===== src/rtl/somador_serial.sv =====
// rtl/somador_serial.sv - digit-serial adder/subtractor with valid/ready handshakes
//
// Purpose:
//   Adds or subtracts two WIDTH-bit operands CHUNK bits per clock, least
//   significant chunk first, through one CHUNK-bit ripple stage whose carry is
//   held in a register between cycles. Subtraction is a + ~b + 1: the operand
//   b is inverted on capture and the initial carry is set to 1.
//
// Parameters:
//   WIDTH     operand/result width in bits (>= 1)
//   CHUNK     bits processed per clock; WIDTH must be a multiple of CHUNK
//
// Ports:
//   clk       clock, all state changes on the rising edge
//   rst       synchronous active-high reset
//   in_valid  operand set presented
//   in_ready  operands accepted this cycle (block is IDLE)
//   a, b      operands
//   sub       0: a+b, 1: a-b, sampled with the operands
//   out_valid result available (block is DONE)
//   out_ready consumer takes the result
//   s         registered sum/difference
//   cout      carry out of the MSB (for sub: 1 = no borrow, a >= b unsigned)
//   ovf       two's-complement overflow

module somador_serial #(
  parameter int WIDTH = 16,
  parameter int CHUNK = 4
) (
  input  logic             clk,
  input  logic             rst,
  input  logic             in_valid,
  output logic             in_ready,
  input  logic [WIDTH-1:0] a,
  input  logic [WIDTH-1:0] b,
  input  logic             sub,
  output logic             out_valid,
  input  logic             out_ready,
  output logic [WIDTH-1:0] s,
  output logic             cout,
  output logic             ovf
);

  localparam int N  = WIDTH / CHUNK;
  // Chunk index needs at least one bit even when N == 1.
  localparam int KW = (N > 1) ? $clog2(N) : 1;
  localparam logic [KW-1:0] K_LAST = KW'(N - 1);

  typedef enum logic [1:0] {
    S_IDLE = 2'd0,
    S_RUN  = 2'd1,
    S_DONE = 2'd2
  } state_t;

  state_t           r_state;
  logic [WIDTH-1:0] r_op_a;
  logic [WIDTH-1:0] r_op_b;
  logic             r_carry;
  logic [KW-1:0]    r_k;
  logic [WIDTH-1:0] r_s;
  logic             r_cout;
  logic             r_ovf;

  logic [CHUNK-1:0] w_chunk_a;
  logic [CHUNK-1:0] w_chunk_b;
  logic [CHUNK:0]   w_sum;
  logic             w_c_msb_in;

  // Select the active chunk with a decoded mux rather than a variable part
  // select, so an unused index value can never address past the operand.
  always_comb begin
    w_chunk_a = '0;
    w_chunk_b = '0;
    for (int i = 0; i < N; i++) begin
      if (r_k == KW'(i)) begin
        w_chunk_a = r_op_a[i*CHUNK +: CHUNK];
        w_chunk_b = r_op_b[i*CHUNK +: CHUNK];
      end
    end
  end

  assign w_sum = {1'b0, w_chunk_a} + {1'b0, w_chunk_b} + {{CHUNK{1'b0}}, r_carry};

  // Carry into the top bit of the chunk, recovered from the sum bit: on the
  // last chunk this is the carry into bit WIDTH-1.
  assign w_c_msb_in = w_chunk_a[CHUNK-1] ^ w_chunk_b[CHUNK-1] ^ w_sum[CHUNK-1];

  always_ff @(posedge clk) begin
    if (rst) begin
      r_state <= S_IDLE;
      r_op_a  <= '0;
      r_op_b  <= '0;
      r_carry <= 1'b0;
      r_k     <= '0;
      r_s     <= '0;
      r_cout  <= 1'b0;
      r_ovf   <= 1'b0;
    end else begin
      case (r_state)
        S_IDLE: begin
          if (in_valid) begin
            r_op_a  <= a;
            r_op_b  <= sub ? ~b : b;
            r_carry <= sub;
            r_k     <= '0;
            r_state <= S_RUN;
          end
        end
        S_RUN: begin
          for (int i = 0; i < N; i++) begin
            if (r_k == KW'(i)) begin
              r_s[i*CHUNK +: CHUNK] <= w_sum[CHUNK-1:0];
            end
          end
          r_carry <= w_sum[CHUNK];
          if (r_k == K_LAST) begin
            r_cout  <= w_sum[CHUNK];
            r_ovf   <= w_sum[CHUNK] ^ w_c_msb_in;
            r_state <= S_DONE;
          end else begin
            r_k <= r_k + KW'(1);
          end
        end
        S_DONE: begin
          if (out_ready) begin
            r_state <= S_IDLE;
          end
        end
        default: r_state <= S_IDLE;
      endcase
    end
  end

  assign in_ready  = (r_state == S_IDLE);
  assign out_valid = (r_state == S_DONE);
  assign s         = r_s;
  assign cout      = r_cout;
  assign ovf       = r_ovf;

endmodule


===== config.mk =====
export PLATFORM = sky130hd
export DESIGN_NAME = somador_serial
export DESIGN_NICKNAME = d
export VERILOG_FILES = /design/src/rtl/somador_serial.sv
export SDC_FILE = /design/constraint.sdc
export NUM_CORES = 1
export LEC_CHECK = 0
export CAP_MARGIN = 20
export CORE_MARGIN = 2
export CORE_UTILIZATION = 52
export CTS_BUF_LIST = sky130_fd_sc_hd__clkbuf_8
export CTS_CLUSTER_DIAMETER = 100
export DETAILED_ROUTE_END_ITERATION = 6
export PLACE_DENSITY = 0.82
export SYNTH_ARGS = -nofsm -noshare
export SYNTH_HDL_FRONTEND = slang
export SYNTH_SLANG_ARGS = --single-unit

===== constraint.sdc =====
create_clock -name clk -period 4.1 [get_ports clk]
set_clock_uncertainty 0.1 [all_clocks]
set_input_delay 1.025 -clock clk [delete_from_list [all_inputs] [get_ports clk]]
set_output_delay 1.025 -clock clk [all_outputs]
set_load 0.05 [all_outputs]

**Yosys cells after proc, flatten, opt, wreduce, memory -nomap -nowiden**

Cells that the tools add are included.

- $add $sub $neg: 3
- Reduce and logical (&&, ||, !) cells: 11
- Eq/ne operators: 9
- Bitwise operators: 4
- Mux-type cells: 18

Operators by type and width:

| kind | number |
|---|---|
| 2-to-1 mux 4 bit | 8 |
| 2-to-1 mux 16 bit | 1 |
| inverter 16 bit | 1 |
| AND reduction 2 bit | 6 |
| 2-to-1 mux 2 bit | 5 |
| == test 2 bit (second input constant) | 3 |
| != test 2 bit (second input constant) | 3 |
| case mux 2 bit (3 select lines) | 1 |
| AND reduction 3 bit | 2 |
| adder 4 x 4 -> 5 bit | 1 |
| adder 5 x 1 -> 5 bit | 1 |
| == test 2 x 1 -> 1 bit (second input constant) | 2 |
| logical NOT 2 bit | 2 |
| case mux 2 bit (2 select lines) | 1 |
| bitwise XOR 1 bit | 3 |
| adder 2 x 1 -> 2 bit (second input constant) | 1 |
| != test 2 x 1 -> 1 bit (second input constant) | 1 |
| case mux 1 bit (2 select lines) | 1 |
| nonzero test 2 bit | 1 |
| 2-to-1 mux 1 bit | 1 |

- Bits of input ports: 37
- Word-level logic and storage cells: 56
- Output and inout port bits: 20
- Bits in registers: 55

**Logic depth before layout (Yosys ltp)**

Gate-level depths: netlist of the first run.

- Depth after elaboration: 9
- Mapped depth: 14
- Gate-level depth less buffers: 13

**Least setup slack after synthesis of the first run**

No wires, ideal clock.

- Kind: register -> register
- Start: register r_k[0]
- End: register r_ovf, in the netlist ovf
- Cell stages (with the launch flop): 15
- Buffers on the path: 1
- Setup time: 0.133 ns
- Period minus slack after synthesis: 2.865 ns
- Required time: 3.867 ns
- Arrival: 2.632 ns
- Path slack: 1.235 ns
- Path through: dfxtp_1 -> inv_1 -> ha_1 -> buf_1 -> nand3b_1 -> a21oi_1 -> a21oi_1 -> o21ai_0 -> fa_1 -> inv_1 -> fa_1 -> nand2b_1 -> a21oi_1 -> xor2_1 -> a211oi_2

- Cells in the longest elaborated chain, start to end: 9
- Elaborated cells between the ends (all ways): 18
- Classes of those cells: add/sub: 2; eq/ne: 3; mux: 8; bitwise: 3; reduce/logical: 2

Ends and longest elaborated chain:

| what | RTL line | source |
|---|---|---|
| start, declared | 59 | `logic [KW-1:0] r_k;` |
| start signal, assigned | 121 | `r_k <= r_k + KW'(1);` |
| logical NOT 2 bit | 75 | `if (r_k == KW'(i)) begin` |
| 2-to-1 mux 4 bit (4 in a row) | 75 |  |
| adder 4 x 4 -> 5 bit | 82 | `assign w_sum = {1'b0, w_chunk_a} + {1'b0, w_chunk_b} + {{CHUNK{1'b0}}, r_carry};` |
| adder 5 x 1 -> 5 bit | 82 |  |
| bitwise XOR 1 bit | 86 | `assign w_c_msb_in = w_chunk_a[CHUNK-1] ^ w_chunk_b[CHUNK-1] ^ w_sum[CHUNK-1];` |
| bitwise XOR 1 bit | 118 | `r_ovf <= w_sum[CHUNK] ^ w_c_msb_in;` |
| end signal, assigned | 118 |  |
| end, declared | 62 | `logic r_ovf;` |

Several ways; a longest one is shown, not always the timed one.
A chain may end at the register's enable or synchronous reset.

**Final worst setup path of the first run**

- Start: register r_k[1]
- End: register r_carry

- Cells in the longest elaborated chain, start to end: 8
- Elaborated cells between the ends (all ways): 15
- Classes of those cells: add/sub: 2; eq/ne: 3; mux: 9; reduce/logical: 1

Ends and longest elaborated chain:

| what | RTL line | source |
|---|---|---|
| logical NOT 2 bit | 75 |  |
| 2-to-1 mux 4 bit (4 in a row) | 75 |  |
| adder 4 x 4 -> 5 bit (*) | 82 |  |
| adder 5 x 1 -> 5 bit (*) | 82 |  |
| case mux 1 bit (2 select lines) (*) | 99 | `case (r_state)` |
| end signal, assigned | 104 | `r_carry <= sub;` |
| end signal, assigned | 115 | `r_carry <= w_sum[CHUNK];` |
| end, declared | 58 | `logic r_carry;` |

Mark *: on every way between the ends. The rest lies on a longest branch, timed or not.

==> flow_summary.ini, run 1 <==
[outcome]
outcome = finished, final reports clean

[timing]
final_max_slew_viol_count = 0
rsz0062_at_grt = no
min_period_over_period = 0.811
setup_tns_ps = 0
hold_violations = 0
finalSetupViolCount = 0
fin_crit_ps = 3330
fmax_mhz = 301
relSlewSlack = 0.334
tightest_slew_ps = 999

[finish]
antennaDiodeCount = 0
mostFrequentLayoutCells = nand2_1 (63), dfxtp_1 (55), clkdlybuf4s50_1 (55)
final_common_cell = nand2_1
drive_gt1_frac = 0.0282
area_delta_synth_final_pct = 23.8
nNetsFinal = 401
fin_util = 0.673

[global_route]
antenna_found_initial = 0
grt_pass1_vias = 1970
globalRouteOverflowTotal = 0
grt_pass1_wl_um = 9030
grt_usage = 0.208
grt_max_degree = 60

[setup_path]
worstSetupPathType = flop to flop
reg2reg_setup_slack_ps = 770
critPathRequiredTime_ps = 4190
start_kind = flop
rr_endpoint = r_carry
end_kind = flop
crit_path_start = r_k[1]
cp_max_fo = 21
arrival_ps = 3420
reg2regPathDepth = 13
r2r_start = r_k[1]

[detailed_routing]
wire_per_inst_um = 12.8
postRouteAntennaNets = 0
drt_iter0_markers = 136
vias_per_cell = 5.30
dr.pass1.iters = 4
drc_errors = 0
routed_wl_um = 5390
vias = 2231

[synth]
syn_area_um2 = 2580
synth_top_area_share = 0.426
ys_seq_elements = 55
synth_top_area_cell = dfxtp_1
netlist_instances = 316
ys_types = 29
seq_area_frac_synth = 0.426
syn_area_per_cell_um2 = 8.17
yosys-top-cells-area = dfxtp_1 (43%), nand2_1 (9.2%), a21oi_1 (8.7%), xnor2_1 (5.8%), a211oi_1 (4.7%)
syn_nets = 362
ys_warn_count = 0

[clock_network]
clk_pin_slew_ps = 90
numCtsBuffers = 5
htreeDepth = 2
clockBufferDepth = 2
cts_resized = 0
worst_skew_pair.late_latency_ps = 300
post-cts-setup-buffer-count = 0
holdBufCountCts = 0
cts_tree = done
cts.sinks = 55
clock-root-buffer = clkbuf_8

[job]
cap_violations = 0

[floorplanning]
fp.dieW_um = 74.5
io-pin-count = 57
die_h_um = 74.5
coreArea_um2 = 4750
initial_core_util = 0.543
rows = 25
dieArea_um2 = 5550

[place]
gp_congestion = 0.809
dp_hpwl_um = 3890
buffer_ports.inserted = 56

[pwr]
power.leakage_nw = 1.12
powerDensity_nw_per_um2 = 341
ir_drop_mv = 0.217

[hold_path]
holdPathEnd = s[10]
hold_depth = 2
hold_start = s[10]
hp-class = flop to flop
synthesized netlist by cell type:
cell	instances
ha_1	7
xor2_1	2
a22oi_1	1
nand3_1	6
dfxtp_1	55
buf_2	5
nor2_1	30
xnor2_1	17
buf_4	4
a21o_1	3
nand3b_1	12
a211oi_2	2
fa_1	2
nand2b_1	3
nor2b_1	2
buf_6	1
nor3b_1	1
and2_1	1
o31ai_1	4
a311oi_1	6
o21ai_0	6
buf_1	3
clkbuf_1	12
a21oi_1	45
inv_1	4
nor3_1	2
a211oi_1	16
nand2_1	63
nor3b_2	1
per-layer routing:
metal / vias up / GRT usage / wire length [um]
met2: 58 / 0.357 / 2670
met5: - / 0 / 0
met1: 1018 / 0.268 / 2460
met3: 6 / 0.0447 / 199
met4: 0 / 0.0476 / 61
li1: 1149 / - / -
power breakdown:
part | switching (mW) | total, mW | internal (mW)
Sequential | 0.0209 | 0.587 | 0.566
Combinational | 0.132 | 0.238 | 0.106
Clock | 0.155 | 0.266 | 0.112
cells by family after synthesis:
| logic type | synth area share |
|---|---|
| buffers and inverters | 0.0533 |
| and+or+nand+nor | 0.208 |
| AOI/OAI and AO/OA | 0.199 |
| adders and majority gates | 0.0494 |
| xor gates and xnor gates | 0.0644 |
| DFF | 0.426 |
worst max-delay path, cell delays in order (launching register included):
cell      delay, ps
dfxtp_1         390
inv_1            90
ha_1            410
nand3b_1        270
a21oi_1         170
a21oi_1          60
o21ai_0         250
fa_1            240
inv_1            70
fa_1            410
nand2b_1        160
a21oi_1         250
nor2_1           70
a311oi_1        300
area by class of cell:
cell class / count / area, um^2
Fill cell: 418 / 1560
Multi-Input combinational cell: 232 / 1350
Sequential cell: 55 / 1100
Timing Repair Buffer: 57 / 576
Tap cell: 67 / 83.8
Clock buffer: 5 / 68.8
Inverter: 4 / 15.0
Clock inverter: 1 / 3.75
worst max path at each step:
stage	cells after the start	end
after floorplan	14	ovf
after global placement	13	ovf
after detailed placement	13	ovf
after CTS	13	ovf
after global routing	13	ovf
final	13	r_carry
stage by stage:
step           setup slack [ps]  hold WS (ps)  total power [mW]  cells  area (um^2)
5_1_grt                     507           381              1.15    421         3200
2_1_floorplan              1240           336             0.758    316         2580
3_5_place_dp                840           348             0.837    415         3130
6_report                    773           357              1.09    421         3200
4_1_cts                     785           360              1.10    421         3200
3_3_place_gp               1020           343             0.830    415         3130
registers in the layout (all words and copies together) (netlist names):
signal   flops
r_op_b      16
r_carry      1
r_op_a      16
cout         1
r_state      2
r_k          2
ovf          1
s           16
No activity file was read; power rests on OpenSTA's default activity.
==> run 2: changes to the inputs <==
--- a/config.mk
+++ b/config.mk
@@ -7,11 +7,11 @@
 export LEC_CHECK = 0
 export CAP_MARGIN = 20
 export CORE_MARGIN = 2
-export CORE_UTILIZATION = 52
+export CORE_UTILIZATION = 47
 export CTS_BUF_LIST = sky130_fd_sc_hd__clkbuf_8
 export CTS_CLUSTER_DIAMETER = 100
 export DETAILED_ROUTE_END_ITERATION = 6
-export PLACE_DENSITY = 0.82
+export PLACE_DENSITY = 0.78
 export SYNTH_ARGS = -nofsm -noshare
 export SYNTH_HDL_FRONTEND = slang
 export SYNTH_SLANG_ARGS = --single-unit
==> constraint.sdc (replaced) <==
create_clock -name clk -period 2.9 [get_ports clk]
set_clock_uncertainty 0.1 [all_clocks]
set_input_delay 0.725 -clock clk [delete_from_list [all_inputs] [get_ports clk]]
set_output_delay 0.725 -clock clk [all_outputs]
set_load 0.05 [all_outputs]
==> run 2 against run 1 <==
Design area is 5.9% higher; die area is 10% higher; total power is 57% higher; clock-buffer cell count stayed put; non-clock buffer count is 16 higher; via count is 2.2% higher; critical path depth is 1 lower; worst setup slack worse by 580 ps; sequential power is 41% higher; sequential share of layout area is 1.9 points lower; largest power group unchanged.
==> flow_summary.ini, run 2 (synthesis gave the netlist of run 1 again) <==
[global_route]
globalRouteOverflowTotal = 0
antenna_found_initial = 0
grt_pass1_vias = 2112
grt_max_degree = 41
grt_usage = 0.196
grt_pass1_wl_um = 9700

[floorplanning]
initial_core_util = 0.496
die_h_um = 78.1
rows = 26
io-pin-count = 57
coreArea_um2 = 5200
fp.dieW_um = 78.1
dieArea_um2 = 6100

[clock_network]
htreeDepth = 2
cts.sinks = 55
clk_pin_slew_ps = 100
worst_skew_pair.late_latency_ps = 310
clockBufferDepth = 2
clock-root-buffer = clkbuf_8
cts_tree = done
post-cts-setup-buffer-count = 0
numCtsBuffers = 5

[finish]
mostFrequentLayoutCells = nand2_1 (63), dfxtp_1 (55), clkdlybuf4s50_1 (55)
antennaDiodeCount = 0
final_common_cell = nand2_1
layout.cells.non_filler = 442
design_area_um2 = 3390
fillCellCount = 463
area_delta_synth_final_pct = 31.2
drive_gt1_frac = 0.0941
nNetsFinal = 417

[pwr]
powerDensity_nw_per_um2 = 505
power.leakage_nw = 1.22
switching_share = 0.279
ir_drop_mv = 0.270
p_int_mw = 1.23
p_seq_frac = 0.486
p_sw_uw = 477
power_mw = 1.71
comb_power_share = 0.217
clockPowerShare = 0.298

[setup_path]
rr_endpoint = s[11]
reg2reg_setup_slack_ps = 190
start_kind = flop
cp_max_fo = 8
end_kind = flop
path_buf_inv = 3
cp_cell_sequence = inv_1 > ha_2 > inv_1 > nor2_1 > a311oi_1 > a21o_1 > ha_1 > a21o_1 > a21oi_1 > xor2_1 > buf_4 > o31ai_1
critPathRequiredTime_ps = 3030
worstSetupPathType = flop to flop
arrival_ps = 2840
crit_path_start = r_k[0]
cp_slowest_stage_delay_ps = 430
reg2regPathDepth = 12
crit_family = compound AO/OA/AOI/OAI gates
crit_slowest_cell = dfxtp_1
r2r_start = r_k[0]

[timing]
min_period_over_period = 0.934
hold_violations = 0
tightest_slew_ps = 616
setup_tns_ps = 0
finalSetupViolCount = 0
final_max_slew_viol_count = 0
fmax_mhz = 369
fin_crit_ps = 2710
rsz0062_at_grt = no
relSlewSlack = 0.588

[hold_path]
holdPathEnd = s[4]
hold_depth = 2
hold_start = s[4]
hp-class = flop to flop

[job]
cap_violations = 0

[detailed_routing]
postRouteAntennaNets = 0
dr.pass1.iters = 4
routed_wl_um = 5730
drc_errors = 0
wire_per_inst_um = 13.0
vias_per_cell = 5.16
drt_iter0_markers = 96
vias = 2280

[place]
post_dp_cell_area_um2 = 3250
buffer_ports.inserted = 56
gp_congestion = 0.792
dp_hpwl_um = 4280
dpl.cell_count = 434

[outcome]
outcome = finished, final reports clean
run 2: power groups by stage:
| stage | Combinational, mW | Sequential (mW) | Clock, mW |
|---|---|---|---|
| 6_report | 0.370 | 0.830 | 0.509 |
| 5_1_grt | 0.411 | 0.836 | 0.547 |
| 4_1_cts | 0.365 | 0.831 | 0.515 |
| 3_5_place_dp | 0.364 | 0.848 | 0 |
| 3_3_place_gp | 0.357 | 0.846 | 0 |
| 2_1_floorplan | 0.209 | 0.862 | 0 |
run 2: how the worst max path moves through the flow:
stage                  to  cells after the start  slack [ps]
floorplan             ovf                     14          40
global placement      ovf                     13         160
detailed placement    ovf                     12          50
CTS                   ovf                     12          30
global route          ovf                     13           3
finish              s[11]                     12         190
run 2: per-layer routing:
metal  up-vias  share of wire  track usage
li1       1185              -            -
met1      1037           0.46        0.253
met2        51           0.50        0.341
met3         7          0.034       0.0345
met4         0          0.013       0.0491
met5         -              0            0
run 2: worst register-to-register path, stage by stage, from the launching register on:
cell	delay, ps
dfxtp_1	430
inv_1	120
ha_2	260
inv_1	120
nor2_1	50
a311oi_1	310
a21o_1	130
ha_1	230
a21o_1	160
a21oi_1	260
xor2_1	110
buf_4	160
o31ai_1	200
run 2: through the flow:
stage / hold WS [ps] / worst slack [ps] / utilization
final: 361 / 192 / 0.651
after CTS: 363 / 27.5 / 0.646
after floorplan: 336 / 35.1 / -
after global placement: 344 / 164 / 0.624
after detailed placement: 349 / 45.8 / 0.624
after global routing: 377 / 3.50 / 0.651
run 2: what timing repair did:
item,CTS,global route
hold buffers,0,0
setup endpoints to repair,0,6
resized for setup,0,9
run 2: area by class of cell:
| class | instances | area (um^2) | area share |
|---|---|---|---|
| repair buffers | 73 | 696 | 0.205 |
| well taps | 70 | 87.6 | 0.0258 |
| multi-input cells | 232 | 1380 | 0.406 |
| clock inverters | 3 | 43.8 | 0.0129 |
| inverters | 4 | 15.0 | 0.00443 |
| clock buffers | 5 | 68.8 | 0.0203 |
| flip-flops and latches | 55 | 1100 | 0.325 |
==> run 3: changes to the inputs <==
--- a/config.mk
+++ b/config.mk
@@ -12,6 +12,7 @@
 export CTS_CLUSTER_DIAMETER = 100
 export DETAILED_ROUTE_END_ITERATION = 6
 export PLACE_DENSITY = 0.78
+export SLEW_MARGIN = 10
 export SYNTH_ARGS = -nofsm -noshare
 export SYNTH_HDL_FRONTEND = slang
 export SYNTH_SLANG_ARGS = --single-unit
==> results of run 3 <==
The final DEF is identical to that of run 2; final timing and power are the same.
